$ cat src/rtl/alu_arbiter.sv
// Round-robin scheduler sharing one registered ALU among NUM_REQ requesters.
// Optional WAIT watchdog with error response: define ALU_ARB_TIMEOUT_EN.
module alu_arbiter #(
  parameter int unsigned NUM_REQ    = 2,
  parameter int unsigned OPER_WIDTH = 8,
  parameter int unsigned OUT_WIDTH  = 16
) (
  input  logic                          CLK,
  input  logic                          RST,
  input  logic [NUM_REQ-1:0]            REQ_VALID,
  output logic [NUM_REQ-1:0]            REQ_READY,
  input  logic [NUM_REQ*OPER_WIDTH-1:0] REQ_A,
  input  logic [NUM_REQ*OPER_WIDTH-1:0] REQ_B,
  input  logic [NUM_REQ*4-1:0]          REQ_FUN,
  output logic [NUM_REQ-1:0]            RSP_VALID,
  output logic [OUT_WIDTH-1:0]          RSP_DATA,
  output logic                          RSP_ERR,
  output logic [OPER_WIDTH-1:0]         ALU_A,
  output logic [OPER_WIDTH-1:0]         ALU_B,
  output logic [3:0]                    ALU_FUN,
  output logic                          ALU_EN,
  input  logic [OUT_WIDTH-1:0]          ALU_OUT,
  input  logic                          ALU_OUT_VALID
);

  localparam int unsigned GW = (NUM_REQ > 2) ? 2 : 1;
  localparam int unsigned FW = 4;

  localparam logic [1:0] S_IDLE  = 2'd0;
  localparam logic [1:0] S_ISSUE = 2'd1;
  localparam logic [1:0] S_WAIT  = 2'd2;

  logic [1:0]            r_state,     w_state_nxt;
  logic [GW-1:0]         r_last,      w_last_nxt;
  logic [NUM_REQ-1:0]    r_rsp_valid, w_rsp_valid_nxt;
  logic [OUT_WIDTH-1:0]  r_rsp_data,  w_rsp_data_nxt;
  logic [OPER_WIDTH-1:0] r_alu_a,     w_alu_a_nxt;
  logic [OPER_WIDTH-1:0] r_alu_b,     w_alu_b_nxt;
  logic [FW-1:0]         r_alu_fun,   w_alu_fun_nxt;
  logic                  r_alu_en,    w_alu_en_nxt;

`ifdef ALU_ARB_TIMEOUT_EN
  logic [2:0]            r_wdog,      w_wdog_nxt;
  logic                  r_rsp_err,   w_rsp_err_nxt;
`endif

  logic [OPER_WIDTH-1:0] w_req_a   [NUM_REQ];
  logic [OPER_WIDTH-1:0] w_req_b   [NUM_REQ];
  logic [FW-1:0]         w_req_fun [NUM_REQ];
  logic                  w_found;
  logic [GW-1:0]         w_win;
  int unsigned           w_idx;

  for (genvar i = 0; i < NUM_REQ; i++) begin : g_slice
    assign w_req_a[i]   = REQ_A[i*OPER_WIDTH +: OPER_WIDTH];
    assign w_req_b[i]   = REQ_B[i*OPER_WIDTH +: OPER_WIDTH];
    assign w_req_fun[i] = REQ_FUN[i*FW +: FW];
  end

  // Round-robin search starting just after the last grant
  always_comb begin
    w_found = 1'b0;
    w_win   = r_last;
    w_idx   = 0;
    for (int unsigned k = 0; k < NUM_REQ; k++) begin
      w_idx = (32'(r_last) + 32'd1 + k) % NUM_REQ;
      if (!w_found && REQ_VALID[GW'(w_idx)]) begin
        w_found = 1'b1;
        w_win   = GW'(w_idx);
      end
    end
  end

  assign REQ_READY = (RST && (r_state == S_IDLE) && w_found) ?
                     (NUM_REQ'(1) << w_win) : '0;

  always_comb begin
    w_state_nxt     = r_state;
    w_last_nxt      = r_last;
    w_rsp_valid_nxt = '0;
    w_rsp_data_nxt  = r_rsp_data;
    w_alu_a_nxt     = r_alu_a;
    w_alu_b_nxt     = r_alu_b;
    w_alu_fun_nxt   = r_alu_fun;
    w_alu_en_nxt    = 1'b0;
`ifdef ALU_ARB_TIMEOUT_EN
    w_wdog_nxt      = r_wdog;
    w_rsp_err_nxt   = r_rsp_err;
`endif
    case (r_state)
      S_IDLE: begin
        if (w_found) begin
          w_alu_a_nxt   = w_req_a[w_win];
          w_alu_b_nxt   = w_req_b[w_win];
          w_alu_fun_nxt = w_req_fun[w_win];
          w_alu_en_nxt  = 1'b1;
          w_last_nxt    = w_win;
          w_state_nxt   = S_ISSUE;
        end
      end
      S_ISSUE: begin
        w_state_nxt = S_WAIT;
`ifdef ALU_ARB_TIMEOUT_EN
        w_wdog_nxt  = 3'd0;
`endif
      end
      S_WAIT: begin
        if (ALU_OUT_VALID) begin
          w_rsp_data_nxt  = ALU_OUT;
          w_rsp_valid_nxt = NUM_REQ'(1) << r_last;
          w_state_nxt     = S_IDLE;
`ifdef ALU_ARB_TIMEOUT_EN
          w_rsp_err_nxt   = 1'b0;
        end else if (r_wdog == 3'd3) begin
          // Fourth WAIT cycle without a result: answer with an error
          w_rsp_data_nxt  = '0;
          w_rsp_err_nxt   = 1'b1;
          w_rsp_valid_nxt = NUM_REQ'(1) << r_last;
          w_state_nxt     = S_IDLE;
        end else begin
          w_wdog_nxt      = r_wdog + 3'd1;
`endif
        end
      end
      default: w_state_nxt = S_IDLE;
    endcase
  end

  always_ff @(posedge CLK) begin
    if (!RST) begin
      r_state     <= S_IDLE;
      r_last      <= GW'(NUM_REQ - 1);
      r_rsp_valid <= '0;
      r_rsp_data  <= '0;
      r_alu_a     <= '0;
      r_alu_b     <= '0;
      r_alu_fun   <= '0;
      r_alu_en    <= 1'b0;
    end else begin
      r_state     <= w_state_nxt;
      r_last      <= w_last_nxt;
      r_rsp_valid <= w_rsp_valid_nxt;
      r_rsp_data  <= w_rsp_data_nxt;
      r_alu_a     <= w_alu_a_nxt;
      r_alu_b     <= w_alu_b_nxt;
      r_alu_fun   <= w_alu_fun_nxt;
      r_alu_en    <= w_alu_en_nxt;
    end
  end

`ifdef ALU_ARB_TIMEOUT_EN
  always_ff @(posedge CLK) begin
    if (!RST) begin
      r_wdog    <= 3'd0;
      r_rsp_err <= 1'b0;
    end else begin
      r_wdog    <= w_wdog_nxt;
      r_rsp_err <= w_rsp_err_nxt;
    end
  end

  assign RSP_ERR = r_rsp_err;
`else
  assign RSP_ERR = 1'b0;
`endif

  assign RSP_VALID = r_rsp_valid;
  assign RSP_DATA  = r_rsp_data;
  assign ALU_A     = r_alu_a;
  assign ALU_B     = r_alu_b;
  assign ALU_FUN   = r_alu_fun;
  assign ALU_EN    = r_alu_en;

endmodule
$ cat config.mk
export PLATFORM = sky130hd
export DESIGN_NAME = alu_arbiter
export DESIGN_NICKNAME = d
export VERILOG_FILES = /design/src/rtl/alu_arbiter.sv
export SDC_FILE = /design/constraint.sdc
export NUM_CORES = 1
export LEC_CHECK = 0
export CAP_MARGIN = 20
export CORE_MARGIN = 2
export CORE_UTILIZATION = 34
export CTS_BUF_LIST = sky130_fd_sc_hd__clkbuf_8
export DETAILED_ROUTE_END_ITERATION = 10
export PLACE_DENSITY = 0.78
export SLEW_MARGIN = 20
export SYNTH_ARGS = -nofsm -noshare
export SYNTH_HDL_FRONTEND = slang
export SYNTH_SLANG_ARGS = --single-unit
$ cat constraint.sdc
create_clock -name CLK -period 1.4 [get_ports CLK]
set_input_delay 0.28 -clock CLK [delete_from_list [all_inputs] [get_ports CLK]]
set_output_delay 0.28 -clock CLK [all_outputs]
set_load 0.005 [all_outputs]
# After elaboration in Yosys (flattened, before gate mapping)
# Index checks and enable logic that the tools add are counted.
dict set report word_totals {
  regBits 42
  inputBits 61
  output_inout_bits 42
  wordCells 52
}
dict set report classes {
  n_addsub 2
  order_cmp 3
  n_eq_ne 4
  shift 2
  muxes 22
  bitwise 1
  n_reduce_logical 10
}
# cell n
set op_table {}
lappend op_table {{2-to-1 mux 8 bit} 6}
lappend op_table {{2-to-1 mux 4 bit} 3}
lappend op_table {{2-to-1 mux 1 bit} 9}
lappend op_table {{AND reduction 2 bit} 4}
lappend op_table {{2-to-1 mux 2 bit} 3}
lappend op_table {{case mux 2 bit (3 select lines)} 1}
lappend op_table {{< comparator 1 x 2 -> 1 bit, second input constant} 2}
lappend op_table {{!= test 2 bit, second input constant} 2}
lappend op_table {{<< shifter 1 x 1 -> 2 bit, first input constant} 2}
lappend op_table {{logical AND 1 bit} 3}
lappend op_table {{AND reduction 3 bit} 1}
lappend op_table {{adder 1 bit, second input constant} 2}
lappend op_table {{== test 2 x 1 -> 1 bit, second input constant} 1}
lappend op_table {{== test 2 bit, second input constant} 1}
lappend op_table {{>= comparator 2 bit, second input constant} 1}
lappend op_table {{zero test 2 bit} 1}
lappend op_table {{inverter 1 -> 2 bit} 1}
lappend op_table {{zero test 1 bit} 1}

# Longest topological paths before layout
dict set report depth {
  word_depth 11
  mapped_depth 5
  ltp_nobuf 3
}

# Least setup slack after synthesis
# OpenSTA, ideal clock, no wires.
dict set report synth_path {
  kind {flip-flop to output port}
  from {register r_state[0]}
  to {output port REQ_READY[1]}
  t_arrival_ns 1.246
  t_required_ns 1.120
  setup_slack_ns -0.126
  path_stages_with_launch 5
  n_path_buf 2
  path_cell_list {dfxtp_1 or3b_1 buf_6 a211oi_4 buf_6}
}
dict set report synth_via {
  elab_chain_cells 4
}
# item line_no
set synth_lines {}
lappend synth_lines {{start, declared} 33} ;# logic [1:0] r_state, w_state_nxt;
lappend synth_lines {{start signal, assigned} 140} ;# r_state <= w_state_nxt;
lappend synth_lines {{zero test 2 bit} 74} ;# assign REQ_READY = (RST && (r_state == S_IDLE) && w_found) ?
lappend synth_lines {{logical AND 1 bit (2 in a row)} 74}
lappend synth_lines {{2-to-1 mux 2 bit} 74}
lappend synth_lines {{end, declared} 11} ;# output logic [NUM_REQ-1:0] REQ_READY,
# Every way passes these cells.

# Worst setup path after layout
dict set report layout_path {
  from {register r_state[0]}
  to {output port REQ_READY[0]}
}
# Same word-level chain as after synthesis.

==> reports/metrics.yaml <==
initial_core_util_pct: 35.4
syn_to_final_growth_pct: 71.8
rsz0062_at_grt: "true"
synth_enable_flop_cells: 0
cts_made_buffers: 5
routed_wl_um: 4490
cp_max_fo: 3
run_status: "finished with violations"
critPathLaunchType: "register"
grt_max_degree: 23
crit_required_ps: 1120
finalSetupViolCount: 22
wl_per_cell_um: 12.5
clock-skew-final_ps: 3.01
ir_worst_vdd_uv: 453
firstDrtPassIters: 4
syn_avg_cell_area_sq_um: 9.05
cts-hold-fix-buffers: 0
place_hpwl_um: 3200
fp.dieArea_sq_mm: 0.00553
drive_gt1_share_pct: 14.1
grt_util_all_layers_pct: 17.4
hold_path.class: "register to register"
maxCapViolations: 0
cts_tree: "done"
cts_buffer_depth: 2
syn-instance-count: 186
diodes: 0
endpoint_kind: "output port"
timing.hold.ws_ps: 449
drv_slew: 0
die_w_um: 74.4
first_global_vias: 1664
worst_slack_ps: -253
drc: 0
fin_nets: 352
power_density_mw_per_mm2: 903
cts-root-buf: "clkbuf_8"
syn_nets: 247
synth_async_sr_flop_share_pct: 0
rows: 25
drt_first_iter_violations: 36
cts.sinks: 42
port_buffers: 101
clk_pin_slew_ps: 70
overflow: 0
synthFlopType: "dfxtp_1"
viasPerCell: 4.70
gp_congestion: 0.639
period_minus_slack_ps: 1650
vias: 1681
p_leak_nw: 1.38
crit_type: "register to output port"
hold_violations: 0
antenna_found_initial: 0
cts_max_level: 2
fmax_mhz: 605
ant_nets: 0
die_h_um: 74.4
insertion_delay_ps: 290
synth_cell_type_count: 24
cp_data_arrival_time_ps: 1370
final.setup.tns_ps: -1190
yosysSeqAreaShare_pct: 50.0
ios: 103
grt_pass1_wl_um: 7380
synth_area_sq_mm: 0.00168
failed_checks: "setup timing"
synth-seq-cells: 42
fin_crit_sh_pct: 118
core-area_sq_mm: 0.00475
yosys_warnings: 0
## Yosys cell counts (2+ instances only)
cell type	n	area (sq um)
a21boi_0	8	60.1
a21boi_1	8	60.1
a221o_1	20	200
and3_1	2	12.5
buf_6	3	33.8
clkbuf_1	12	45.0
dfxtp_1	42	841
inv_1	2	7.51
nand2_1	52	195
nor2_1	3	11.3
nor2b_1	2	12.5
nor3_1	20	100
## worst max-delay path, cell delays in order, from the launching register on
cell and delay, ps:
dfxtp_1 310, or3b_4 430, nor3b_4 190, buf_2 150
## routing by layer
metal,vias up,share of wire (%),GRT usage (%)
li1,857,-,-
met4,0,1.2,5.16
met5,-,0,0
met1,749,41,17.8
met2,69,49,32.0
met3,6,9.2,7.45
## cell families (layout without fill, tap and decap cells)
group	after synthesis	in the layout	synth area share, %
DFF	42	42	50.0
AOI/OAI and AO/OA	40	40	21.5
buffers and inverters	19	124	5.87
other	1	1	0.223
and+or+nand+nor	84	84	22.5
## registers in the layout (all words and copies together) (netlist names)
| signal | flops |
|---|---|
| ALU_FUN | 4 |
| RSP_DATA | 16 |
| ALU_EN | 1 |
| ALU_A | 8 |
| r_last | 1 |
| RSP_VALID | 2 |
| ALU_B | 8 |
| r_state | 2 |
## where the power goes
part           internal [W]  switching [W]  total [W]
sequential          0.00129      0.0000473    0.00134
clock              0.000329       0.000381   0.000710
combinational      0.000357       0.000209   0.000566
total               0.00197       0.000638    0.00261
## cell usage in the layout (no fill, tap or decap), types with 2 or more instances in the layout
| master | count |
|---|---|
| a21boi_0 | 8 |
| a21boi_1 | 8 |
| a221o_1 | 20 |
| and3_1 | 2 |
| buf_12 | 2 |
| buf_2 | 2 |
| buf_4 | 12 |
| clkbuf_8 | 5 |
| clkdlybuf4s50_1 | 58 |
| dfxtp_1 | 27 |
| dfxtp_2 | 15 |
| dlygate4sd2_1 | 33 |
| dlymetal6s2s_1 | 8 |
| inv_1 | 4 |
| nand2_1 | 52 |
| nor2_1 | 3 |
| nor3_1 | 20 |
## area by class of cell
type | instances | area, sq um
Sequential cell | 42 | 860
Timing Repair Buffer | 115 | 1110
Tap cell | 67 | 83.8
Multi-Input combinational cell | 125 | 754
Inverter | 2 | 7.51
Clock inverter | 2 | 7.51
Fill cell | 441 | 1860
Clock buffer | 5 | 68.8
## path summary, 6_finish.rpt
kind,from,endpoint,slack [ps],cells past startpoint
worst max-delay path,r_state[0],REQ_READY[0],-250,3
worst min-delay path,RSP_DATA[3],RSP_DATA[3],450,2
worst max register to register,r_state[0],ALU_FUN[2],-50,4
worst min register to register,RSP_DATA[3],RSP_DATA[3],450,2
## timing repair
item | in CTS | in global routing
gates cloned | 0 | 0
endpoints found under the setup margin | 57 | 30
pin swaps | 2 | 0
setup buffers | 0 | 0
resized for setup | 56 | 8
## metrics by stage
stage	worst slack (ps)	total power [W]	area, sq um	util [%]	instances
after floorplan	-77.8	0.00158	1700	-	186
after global placement	-876	0.00197	2830	59.4	351
after detailed placement	-876	0.00198	2830	59.4	351
after CTS	-270	0.00265	2870	60.4	358
after global routing	-310	0.00275	2890	60.8	358
final	-253	0.00261	2890	60.8	358
(Power assumes the default switching activity.)
